## config.mk

```make
export PLATFORM = sky130hd
export DESIGN_NAME = pwm_capture
export DESIGN_NICKNAME = d
export VERILOG_FILES = /design/src/rtl/pwm_capture.sv
export SDC_FILE = /design/constraint.sdc
export NUM_CORES = 1
export LEC_CHECK = 0
export BUFFER_PORTS_ARGS = -buffer_cell sky130_fd_sc_hd__buf_2
export CAP_MARGIN = 20
export CORE_MARGIN = 8
export CORE_UTILIZATION = 52
export DETAILED_ROUTE_END_ITERATION = 8
export PLACE_DENSITY = 0.8
export SYNTH_ARGS = -nofsm -noshare
export SYNTH_HDL_FRONTEND = slang
export SYNTH_SLANG_ARGS = --single-unit
```

## constraint.sdc

```tcl
create_clock -name clk -period 2.3 [get_ports clk]
set_clock_uncertainty 0.2 [all_clocks]
set_input_delay 0 -clock clk [delete_from_list [all_inputs] [get_ports clk]]
set_output_delay 0 -clock clk [all_outputs]
set_load 0.01 [all_outputs]
```

## src/rtl/pwm_capture.sv

```systemverilog
// ---------------------------------------------------------------------------
// pwm_capture
//
// Measures the high time and the period of an asynchronous PWM line in clk
// cycles. The input is synchronized, rising/falling edges are detected and a
// small IDLE/HIGH/LOW state machine counts cycles between them. A result is
// published once per full period (rise to rise). If no edge arrives within
// MAX_CNT cycles the block drops back to IDLE and flags a timeout together
// with the level the line is stuck at.
//
// Optional feature: define PWM_CAPTURE_FILTER_EN to insert a glitch filter
// between the synchronizer and the edge detector. The filtered level only
// follows the synchronized level after FILT_LEN consecutive identical
// samples, so shorter pulses are ignored and both edges are delayed by
// FILT_LEN cycles (high/period results are unaffected by that delay).
// Without the macro no filter logic is built.
//
// Parameters:
//   CNT_W     counter and result width
//   MAX_CNT   timeout count in clk cycles (must fit in CNT_W bits)
//   FILT_LEN  glitch filter stability length (filter build only)
//
// Ports:
//   clk          system clock, rising edge
//   rst_n        asynchronous active-low reset
//   pwm_in       asynchronous PWM input
//   high_cnt     measured high time in clk cycles
//   period_cnt   measured period in clk cycles
//   meas_valid   one-cycle pulse, high_cnt/period_cnt just updated
//   timeout      no valid edge within MAX_CNT cycles; held until next result
//   stuck_level  synchronized pwm_in level captured when timeout was set
// ---------------------------------------------------------------------------
module pwm_capture #(
  parameter int CNT_W    = 14,
  parameter int MAX_CNT  = 16383,
  parameter int FILT_LEN = 4
) (
  input  logic             clk,
  input  logic             rst_n,
  input  logic             pwm_in,
  output logic [CNT_W-1:0] high_cnt,
  output logic [CNT_W-1:0] period_cnt,
  output logic             meas_valid,
  output logic             timeout,
  output logic             stuck_level
);

  typedef enum logic [1:0] {
    IDLE = 2'd0,
    HIGH = 2'd1,
    LOW  = 2'd2
  } state_t;

  localparam logic [CNT_W-1:0] MAX_V = CNT_W'(MAX_CNT);
  localparam logic [CNT_W-1:0] ONE   = CNT_W'(1);

  // Reject configurations where the timeout count cannot be represented,
  // since the counter must never wrap.
  generate
    if (MAX_CNT < 1 || MAX_CNT > (2 ** CNT_W) - 1 || FILT_LEN < 1) begin : g_bad_params
      $error("pwm_capture: MAX_CNT must be 1..2^CNT_W-1 and FILT_LEN >= 1");
    end
  endgenerate

  // Synchronizer, previous-level flop and edge qualification
  logic s1;
  logic s2;
  logic s3;
  logic v1;
  logic v2;
  logic armed;
  logic lvl;
  logic rise;
  logic fall;

  // v1/v2 track which synchronizer stages hold real samples rather than
  // reset zeros. 'armed' is set only once a genuine low level has been seen,
  // so an input that is already high when reset is released does not look
  // like a rising edge; the block waits for the next true rise.
  always_ff @(posedge clk or negedge rst_n) begin
    if (!rst_n) begin
      s1    <= 1'b0;
      s2    <= 1'b0;
      s3    <= 1'b0;
      v1    <= 1'b0;
      v2    <= 1'b0;
      armed <= 1'b0;
    end else begin
      s1 <= pwm_in;
      s2 <= s1;
      s3 <= lvl;
      v1 <= 1'b1;
      v2 <= v1;
      if (v2 && !s2 && !lvl) begin
        armed <= 1'b1;
      end
    end
  end

`ifdef PWM_CAPTURE_FILTER_EN
  localparam int FCW = $clog2(FILT_LEN + 1);

  logic           filt;
  logic [FCW-1:0] filt_cnt;

  // filt_cnt counts consecutive samples that disagree with the filtered
  // level; any agreeing sample restarts the count, so a pulse shorter than
  // FILT_LEN never reaches the filtered level.
  always_ff @(posedge clk or negedge rst_n) begin
    if (!rst_n) begin
      filt     <= 1'b0;
      filt_cnt <= '0;
    end else if (s2 == filt) begin
      filt_cnt <= '0;
    end else if (filt_cnt == FCW'(FILT_LEN - 1)) begin
      filt     <= s2;
      filt_cnt <= '0;
    end else begin
      filt_cnt <= filt_cnt + 1'b1;
    end
  end

  assign lvl = filt;
`else
  assign lvl = s2;
`endif

  assign rise = lvl & ~s3 & armed;
  assign fall = ~lvl & s3;

  // Measurement state machine
  state_t           state;
  state_t           state_nxt;
  logic [CNT_W-1:0] cnt;
  logic [CNT_W-1:0] cnt_nxt;
  logic [CNT_W-1:0] cnt_inc;
  logic [CNT_W-1:0] hi_tmp;
  logic [CNT_W-1:0] hi_tmp_nxt;
  logic [CNT_W-1:0] high_cnt_nxt;
  logic [CNT_W-1:0] period_cnt_nxt;
  logic             meas_valid_nxt;
  logic             timeout_nxt;
  logic             stuck_level_nxt;

  // Saturate rather than wrap: a fall landing exactly on MAX_CNT enters LOW
  // with the counter pinned, and LOW then times out on the next cycle.
  assign cnt_inc = (cnt == MAX_V) ? cnt : cnt + ONE;

  always_ff @(posedge clk or negedge rst_n) begin
    if (!rst_n) begin
      state       <= IDLE;
      cnt         <= '0;
      hi_tmp      <= '0;
      high_cnt    <= '0;
      period_cnt  <= '0;
      meas_valid  <= 1'b0;
      timeout     <= 1'b0;
      stuck_level <= 1'b0;
    end else begin
      state       <= state_nxt;
      cnt         <= cnt_nxt;
      hi_tmp      <= hi_tmp_nxt;
      high_cnt    <= high_cnt_nxt;
      period_cnt  <= period_cnt_nxt;
      meas_valid  <= meas_valid_nxt;
      timeout     <= timeout_nxt;
      stuck_level <= stuck_level_nxt;
    end
  end

  // An edge always takes priority over the timeout check, so a period of
  // exactly MAX_CNT cycles still produces a valid result.
  always_comb begin
    state_nxt       = state;
    cnt_nxt         = cnt;
    hi_tmp_nxt      = hi_tmp;
    high_cnt_nxt    = high_cnt;
    period_cnt_nxt  = period_cnt;
    meas_valid_nxt  = 1'b0;
    timeout_nxt     = timeout;
    stuck_level_nxt = stuck_level;

    case (state)
      IDLE: begin
        if (rise) begin
          state_nxt = HIGH;
          cnt_nxt   = ONE;
        end
      end

      HIGH: begin
        if (fall) begin
          state_nxt  = LOW;
          hi_tmp_nxt = cnt;
          cnt_nxt    = cnt_inc;
        end else if (cnt == MAX_V) begin
          state_nxt       = IDLE;
          cnt_nxt         = '0;
          timeout_nxt     = 1'b1;
          stuck_level_nxt = s2;
        end else begin
          cnt_nxt = cnt_inc;
        end
      end

      LOW: begin
        if (rise) begin
          state_nxt      = HIGH;
          high_cnt_nxt   = hi_tmp;
          period_cnt_nxt = cnt;
          meas_valid_nxt = 1'b1;
          cnt_nxt        = ONE;
          timeout_nxt    = 1'b0;
        end else if (cnt == MAX_V) begin
          state_nxt       = IDLE;
          cnt_nxt         = '0;
          timeout_nxt     = 1'b1;
          stuck_level_nxt = s2;
        end else begin
          cnt_nxt = cnt_inc;
        end
      end

      default: begin
        state_nxt = IDLE;
        cnt_nxt   = '0;
      end
    endcase
  end

endmodule

```

==> metrics.txt, run 1 <==
# TYPE chip_impl_metric gauge
chip_impl_info{name="run_status",value="finished clean"} 1
chip_impl_metric{name="post_route_drc",unit=""} 0
chip_impl_metric{name="antenna_found_initial",unit=""} 0
chip_impl_metric{name="yosysUniqueCellTypes",unit=""} 44
chip_impl_metric{name="worst-path-stages",unit=""} 8
chip_impl_metric{name="routed_via_density",unit=""} 5.59
chip_impl_metric{name="cts.htree.levels",unit=""} 3
chip_impl_metric{name="route.final.wire_length",unit="microns"} 6400
chip_impl_metric{name="synth.yosys.warnings",unit=""} 0
chip_impl_metric{name="async_flop_share",unit=""} 1.00
chip_impl_metric{name="synthesis.area_per_instance",unit="sq um"} 11.1
chip_impl_metric{name="area_delta_synth_final",unit="%"} 23.5
chip_impl_metric{name="leakage_dissipation",unit="nW"} 1.83
chip_impl_metric{name="critPathMaxFanout",unit=""} 4
chip_impl_metric{name="placed_cells_incl_taps",unit=""} 365
chip_impl_metric{name="timing.final.crit_period",unit="ns"} 2.23
chip_impl_metric{name="first_global_vias",unit=""} 2166
chip_impl_metric{name="setup_viol_count_final",unit=""} 0
chip_impl_metric{name="final_net_count",unit=""} 320
chip_impl_info{name="critical_path_source_type",value="register"} 1
chip_impl_metric{name="maxCapViolCount",unit=""} 0
chip_impl_metric{name="synth_edf_count",unit=""} 0
chip_impl_info{name="most_instantiated_flip_flop_cell_in_the_synthesis_netlist",value="dfrtp_1"} 1
chip_impl_metric{name="synthDominantCellAreaShare",unit=""} 0.583
chip_impl_metric{name="tightestPinTransition",unit="ns"} 0.721
chip_impl_metric{name="die_width",unit="microns"} 90.4
chip_impl_metric{name="antenna-diode-count",unit=""} 0
chip_impl_metric{name="placementRows",unit=""} 27
chip_impl_metric{name="numPortBuffers",unit=""} 33
chip_impl_metric{name="cts_buffer_count",unit=""} 9
chip_impl_info{name="element_type_at_the_critical_path_end",value="register"} 1
chip_impl_metric{name="worst_slew_margin_rel",unit=""} 0.519
chip_impl_info{name="cts-root-buf",value="clkbuf_8"} 1
chip_impl_metric{name="layoutNonFillerInstCount",unit=""} 392
chip_impl_metric{name="coreArea",unit="sq um"} 5440
chip_impl_metric{name="synthesis.instances",unit=""} 259
chip_impl_metric{name="wire_length_of_the_first_global_routing_pass",unit="microns"} 10700
chip_impl_metric{name="globalplace.congestion",unit=""} 0.867
chip_impl_metric{name="crit_arrival",unit="ns"} 2.26
chip_impl_info{name="hold_removal_path_class",value="in2async"} 1
chip_impl_metric{name="ys_ff_latch",unit=""} 67
chip_impl_metric{name="layout.filler_cells",unit=""} 434
chip_impl_info{name="yosysTopAreaCell",value="dfrtp_1"} 1
chip_impl_metric{name="clock_sinks",unit=""} 67
chip_impl_metric{name="drtIter0Drc",unit=""} 125
chip_impl_metric{name="overflow_left_after_global_routing",unit=""} 0
chip_impl_metric{name="worst_setup_hold_path_clk_slew",unit="ns"} 0.07
chip_impl_info{name="cp_cell_sequence",value="ha_4, nand4_1, nor4_4, inv_2, ha_1, a211oi_1, o21ai_0, a22o_1"} 1
chip_impl_info{name="crit-reg2reg-launch",value="cnt[0]"} 1
chip_impl_metric{name="fmax_achieved",unit="GHz"} 0.448
chip_impl_metric{name="wl_per_cell",unit="microns"} 16.3
chip_impl_metric{name="critPathMaxStageDelay",unit="ns"} 0.42
chip_impl_metric{name="cp.required",unit="ns"} 2.33
chip_impl_info{name="critical_path.slowest_cell",value="dfrtp_1"} 1
chip_impl_metric{name="power_density",unit="nW/um^2"} 929
chip_impl_metric{name="slew_violations",unit=""} 0
chip_impl_metric{name="final_layout_size_suffix_gt1_frac",unit=""} 0.331
chip_impl_metric{name="pin_count",unit=""} 34
chip_impl_metric{name="grt_max_degree",unit=""} 37
chip_impl_metric{name="cp_num_buf_inv",unit=""} 1
chip_impl_info{name="cts_tree",value="done"} 1
chip_impl_metric{name="overall_die_height",unit="microns"} 90.4
chip_impl_info{name="timing.setup.critical_path_class",value="reg2reg"} 1
chip_impl_metric{name="clockBufferDepth",unit=""} 2
chip_impl_metric{name="design_power_total",unit="mW"} 3.30
chip_impl_metric{name="mappedNetlistNets",unit=""} 264
chip_impl_metric{name="synth-seq-area-share",unit=""} 0.583
chip_impl_metric{name="post-dp-hpwl",unit="microns"} 4300
chip_impl_metric{name="design.die.area",unit="sq um"} 8170
chip_impl_metric{name="via_count",unit=""} 2191
chip_impl_metric{name="rr_worst_depth",unit=""} 8
chip_impl_info{name="synth_commonest_cells",value="67 x dfrtp_1, 47 x nand2_1, 28 x mux2_2"} 1
chip_impl_metric{name="share_of_the_clock_period_used_by_the_worst_path_after_layout",unit=""} 0.970
chip_impl_info{name="post-synth-top-count-cell",value="dfrtp_1"} 1
chip_impl_metric{name="synthesis.area",unit="sq um"} 2880
chip_impl_metric{name="ant_nets",unit=""} 0
chip_impl_metric{name="drt_first_pass_iters",unit=""} 4
chip_impl_info{name="critical_path.startpoint",value="cnt[0]"} 1
chip_impl_metric{name="timing_hold_violations_final",unit=""} 0
chip_impl_metric{name="vdd.ir_drop.worst",unit="mV"} 0.418
chip_impl_metric{name="floorplan.initialDensity",unit=""} 0.529
chip_impl_metric{name="gr-usage-all-layers",unit=""} 0.161
chip_impl_metric{name="clock_network_latency_to_the_later_pin_of_the_worst_skew_pair",unit="ns"} 0.34
chip_impl_info{name="post_synth_main_area_contributors",value="dfrtp_1 58%, mux2_2 11%, nand2_1 6.1%, o21ai_0 2.6%, a21oi_1 1.9%"} 1
chip_impl_info{name="worst_path_dominant_cell_family",value="simple AND/OR/NAND/NOR gates"} 1
[what timing repair did]
item,in CTS,in global routing
gates resized for setup,0,5
endpoints found under the hold margin,33,0
hold buffers,2,0
setup endpoints to repair,0,6
buffers inserted,0,9
[sequential cells by signal, indices dropped and copies added (netlist names), 2 cells and up]
| name | flops |
|---|---|
| hi_tmp | 14 |
| high_cnt | 14 |
| state | 2 |
| period_cnt | 14 |
| cnt | 14 |
[cell type report]
| class | instances | area, sq um | area share |
|---|---|---|---|
| tap | 72 | 90.1 | 0.0254 |
| timing repair buffer | 57 | 379 | 0.107 |
| inverter | 7 | 26.3 | 0.00739 |
| multi-input combinational | 173 | 1130 | 0.319 |
| sequential | 67 | 1680 | 0.473 |
| clock buffer | 13 | 179 | 0.0504 |
| clock inverter | 3 | 67.6 | 0.0190 |
[where the power goes]
group / leakage (nW) / total (mW) / switching [mW] / internal [mW]
clock: 0.122 / 1.17 / 0.436 / 0.729
sequential: 0.906 / 1.37 / 0.0919 / 1.28
combinational: 0.799 / 0.763 / 0.437 / 0.326
[metrics by stage]
stage,TNS [ns],utilization,area [sq um],setup slack (ns),hold slack (ns)
floorplan,0,-,2880,0.147,-0.496
global placement,0,0.588,3200,0.196,-0.115
detailed placement,0,0.588,3200,0.111,-0.107
CTS,0,0.637,3470,0.0957,0.0628
global route,-0.167,0.653,3550,-0.0770,0.0992
finish,0,0.653,3550,0.0687,0.0531
[final timing paths]
check	end	slack, ns
worst max-delay path	cnt[0]	0.07
max in group asynchronous	cnt[2]	1.20
min in group clk	s1	0.10
worst max register to register	cnt[0]	0.07
worst min-delay path	s1	0.05
worst min register to register	v2	0.15
[cell families after synthesis]
logic type | Yosys count | share of synthesized area
adders and majority gates | 2 | 0.00870
muxes | 28 | 0.110
and+or+nand+nor | 90 | 0.151
xor gates and xnor gates | 2 | 0.00609
buffers and inverters | 19 | 0.0296
DFF | 67 | 0.583
other | 1 | 0.00130
AOI/OAI and AO/OA | 50 | 0.110
[per-layer routing]
metal  wire [microns]  track usage  part of all wire
met1             2890        0.202              0.45
met2             3000        0.243              0.47
met3              409       0.0482             0.064
met4              103       0.0902             0.016
met5                0            0                 0
[cells in the final DEF (no fill, tap or decap), types with 3 or more instances in the layout]
cell type | synthesis | layout
nor3_1 | 10 | 9
a22o_1 | 4 | 4
buf_4 | 0 | 19
and3_1 | 3 | 3
o21ai_0 | 15 | 15
buf_2 | 5 | 33
a21oi_1 | 11 | 11
nor2_1 | 7 | 7
mux2_2 | 28 | 28
nand2_1 | 47 | 47
dfrtp_1 | 67 | 65
inv_1 | 6 | 6
clkbuf_8 | 0 | 13
o22ai_1 | 3 | 3
nand3_1 | 8 | 8
Power figures use the tool's default switching activity.
==> run 2: changes to the inputs <==
CORE_UTILIZATION = 50   (was 52)
PLACE_DENSITY = 0.78   (was 0.8)
==> run 2 against run 1 <==
The flow now finishes with violations (negative hold slack); via count down 2.1%; register-to-register slack better by 0.05 ns; cell area down 2.5%; worst hold slack worse by 0.066 ns; sequential share of layout area up 1.2 points; first-iteration DRC count up 23%; critical path depth unchanged; cell count down 0.77%; critical path type unchanged.
==> metrics.txt, run 2 (same netlist as run 1, synthesis figures left out) <==
# TYPE chip_impl_metric gauge
chip_impl_info{name="run_status",value="finished, violations left"} 1
chip_impl_info{name="violated_checks",value="negative hold slack"} 1
chip_impl_info{name="r2r-end",value="cnt[0]"} 1
chip_impl_metric{name="worst_setup_hold_path_clk_slew",unit="ns"} 0.07
chip_impl_metric{name="post_route_drc",unit=""} 0
chip_impl_metric{name="power.clock.fraction",unit=""} 0.310
chip_impl_metric{name="design.die.area",unit="sq um"} 8440
chip_impl_metric{name="netSwitchingFraction",unit=""} 0.317
chip_impl_metric{name="antenna-diode-count",unit=""} 0
chip_impl_metric{name="power.switching",unit="uW"} 968
chip_impl_metric{name="routed_via_density",unit=""} 5.51
chip_impl_metric{name="final_net_count",unit=""} 317
chip_impl_info{name="most_common_library_cell_in_the_layout_ignoring_fill_and_taps",value="dfrtp_1"} 1
chip_impl_metric{name="numPortBuffers",unit=""} 33
chip_impl_info{name="element_type_at_the_critical_path_end",value="register"} 1
chip_impl_info{name="timing.setup.critical_path_class",value="reg2reg"} 1
chip_impl_metric{name="timing_hold_violations_final",unit=""} 23
chip_impl_metric{name="coreArea",unit="sq um"} 5540
chip_impl_metric{name="floorplan.initialDensity",unit=""} 0.519
chip_impl_info{name="critical_path_source_type",value="register"} 1
chip_impl_metric{name="die_width",unit="microns"} 91.9
chip_impl_info{name="cts-root-buf",value="clkbuf_8"} 1
chip_impl_metric{name="route.final.wire_length",unit="microns"} 6180
chip_impl_metric{name="final.hold.worst_slack",unit="ns"} -0.0130
chip_impl_metric{name="ant_nets",unit=""} 0
chip_impl_metric{name="clock_network_latency_to_the_later_pin_of_the_worst_skew_pair",unit="ns"} 0.35
chip_impl_metric{name="rr_worst_depth",unit=""} 8
chip_impl_info{name="cts_tree",value="done"} 1
chip_impl_metric{name="wire_length_of_the_first_global_routing_pass",unit="microns"} 10400
chip_impl_metric{name="placed_area",unit="sq um"} 3180
chip_impl_metric{name="gr-usage-all-layers",unit=""} 0.155
chip_impl_metric{name="placementRows",unit=""} 27
chip_impl_metric{name="ff2ff_setup_slack",unit="ns"} 0.11
chip_impl_metric{name="cts.htree.levels",unit=""} 3
chip_impl_metric{name="timing.final.crit_period",unit="ns"} 2.19
chip_impl_info{name="hold_removal_path_class",value="in2async"} 1
chip_impl_metric{name="pin_count",unit=""} 34
chip_impl_metric{name="antenna_found_initial",unit=""} 0
chip_impl_metric{name="cts_buffer_count",unit=""} 9
chip_impl_metric{name="layout.filler_cells",unit=""} 470
chip_impl_metric{name="first_global_vias",unit=""} 2117
chip_impl_metric{name="post-dp-hpwl",unit="microns"} 4200
chip_impl_metric{name="wl_per_cell",unit="microns"} 15.9
chip_impl_metric{name="globalplace.congestion",unit=""} 0.888
chip_impl_metric{name="power_density",unit="nW/um^2"} 881
chip_impl_metric{name="drt_first_pass_iters",unit=""} 4
chip_impl_metric{name="slew_violations",unit=""} 0
chip_impl_metric{name="fmax_achieved",unit="GHz"} 0.458
chip_impl_metric{name="internal_power",unit="mW"} 2.09
chip_impl_metric{name="setup_viol_count_final",unit=""} 0
chip_impl_metric{name="final_layout_size_suffix_gt1_frac",unit=""} 0.325
chip_impl_metric{name="combinationalPowerShare",unit=""} 0.240
chip_impl_metric{name="clockBufferDepth",unit=""} 2
chip_impl_metric{name="drtIter0Drc",unit=""} 154
chip_impl_metric{name="tightestPinTransition",unit="ns"} 0.573
chip_impl_metric{name="clock_sinks",unit=""} 67
chip_impl_metric{name="overflow_left_after_global_routing",unit=""} 0
chip_impl_metric{name="worst_slew_margin_rel",unit=""} 0.618
chip_impl_metric{name="critPathMaxFanout",unit=""} 5
chip_impl_metric{name="timing.setup.tns",unit="ns"} 0
chip_impl_metric{name="final_area",unit="sq um"} 3460
chip_impl_metric{name="via_count",unit=""} 2144
chip_impl_metric{name="crit_arrival",unit="ns"} 2.22
chip_impl_metric{name="overall_die_height",unit="microns"} 91.9
chip_impl_metric{name="vdd.ir_drop.worst",unit="mV"} 0.570
chip_impl_metric{name="leakage_dissipation",unit="nW"} 1.78
chip_impl_metric{name="final_standard_cell_utilization_of_the_core",unit=""} 0.625
chip_impl_metric{name="maxCapViolCount",unit=""} 0
chip_impl_info{name="final_cell_mix",value="66 x dfrtp_1, 47 x nand2_1, 33 x buf_2"} 1
chip_impl_metric{name="power.sequential.fraction",unit=""} 0.449
chip_impl_metric{name="share_of_the_clock_period_used_by_the_worst_path_after_layout",unit=""} 0.950
chip_impl_info{name="crit-reg2reg-launch",value="cnt[0]"} 1
chip_impl_metric{name="area_delta_synth_final",unit="%"} 20.4
chip_impl_metric{name="cp.required",unit="ns"} 2.34
chip_impl_metric{name="grt_max_degree",unit=""} 45
[run 2: changes by cell type in the layout (fill, tap and decap cells not counted), sizes merged]
| cell | change |
|---|---|
| clkbuf | -4 |
| buf | -3 |
| clkinv | +4 |
| bufinv | -1 |
| clkinvlp | +1 |
[run 2: critical path, cell delays in order (launching register included)]
cell and delay (ns):
dfrtp_1 0.44, ha_4 0.17, nand4_1 0.15, nor4_4 0.35, inv_2 0.10, ha_1 0.20, a211oi_2 0.16, o21ai_0 0.10
a22o_1 0.20
[run 2: power by group through the flow]
stage / Clock, mW / Combinational [mW] / Sequential, mW
floorplan: 0 / 0.424 / 1.38
global placement: 0 / 0.642 / 1.38
detailed placement: 0 / 0.657 / 1.39
CTS: 0.972 / 0.665 / 1.37
global route: 1.02 / 0.816 / 1.39
finish: 0.947 / 0.734 / 1.37
[run 2: final cells by class]
cell class,count,area (sq um),share of cell area
Sequential cell,67,1680,0.484
Multi-Input combinational cell,173,1140,0.328
Timing Repair Buffer,54,340,0.0982
Clock buffer,9,124,0.0358
Tap cell,72,90.1,0.0260
Clock inverter,7,68.8,0.0199
Inverter,7,26.3,0.00758
[run 2: worst max-delay path by stage]
stage	slack (ns)	from	cells after the start	endpoint
global route	-0.03	cnt[0]	8	cnt[0]
CTS	0.1	cnt[1]	8	cnt[0]
floorplan	0.15	cnt[1]	8	cnt[0]
finish	0.11	cnt[0]	8	cnt[0]
global placement	0.21	cnt[1]	8	cnt[0]
detailed placement	0.12	cnt[1]	8	cnt[0]
[run 2: metrics by stage]
| stage | setup WS, ns | hold WS, ns | power (mW) | cells |
|---|---|---|---|---|
| 6_report | 0.115 | -0.0130 | 3.05 | 389 |
| 5_1_grt | -0.0349 | 0.0502 | 3.23 | 389 |
| 4_1_cts | 0.0991 | 0.00363 | 3.00 | 382 |
| 3_5_place_dp | 0.118 | -0.165 | 2.05 | 364 |
| 3_3_place_gp | 0.206 | -0.173 | 2.02 | 364 |
| 2_1_floorplan | 0.147 | -0.496 | 1.81 | 259 |
[run 2: repair_timing]
action                                  4_1_cts  5_1_grt
endpoints found under the hold margin        68        0
buffers inserted                              0        7
hold buffers                                  2        0
endpoints found under the setup margin        0        4
gates resized for setup                       0        4
[run 2: routing by layer]
layer  routed length (microns)  GRT usage
met4                       108     0.0685
met2                      2790      0.215
met5                         0          0
met1                      2800      0.207
met3                       483     0.0644
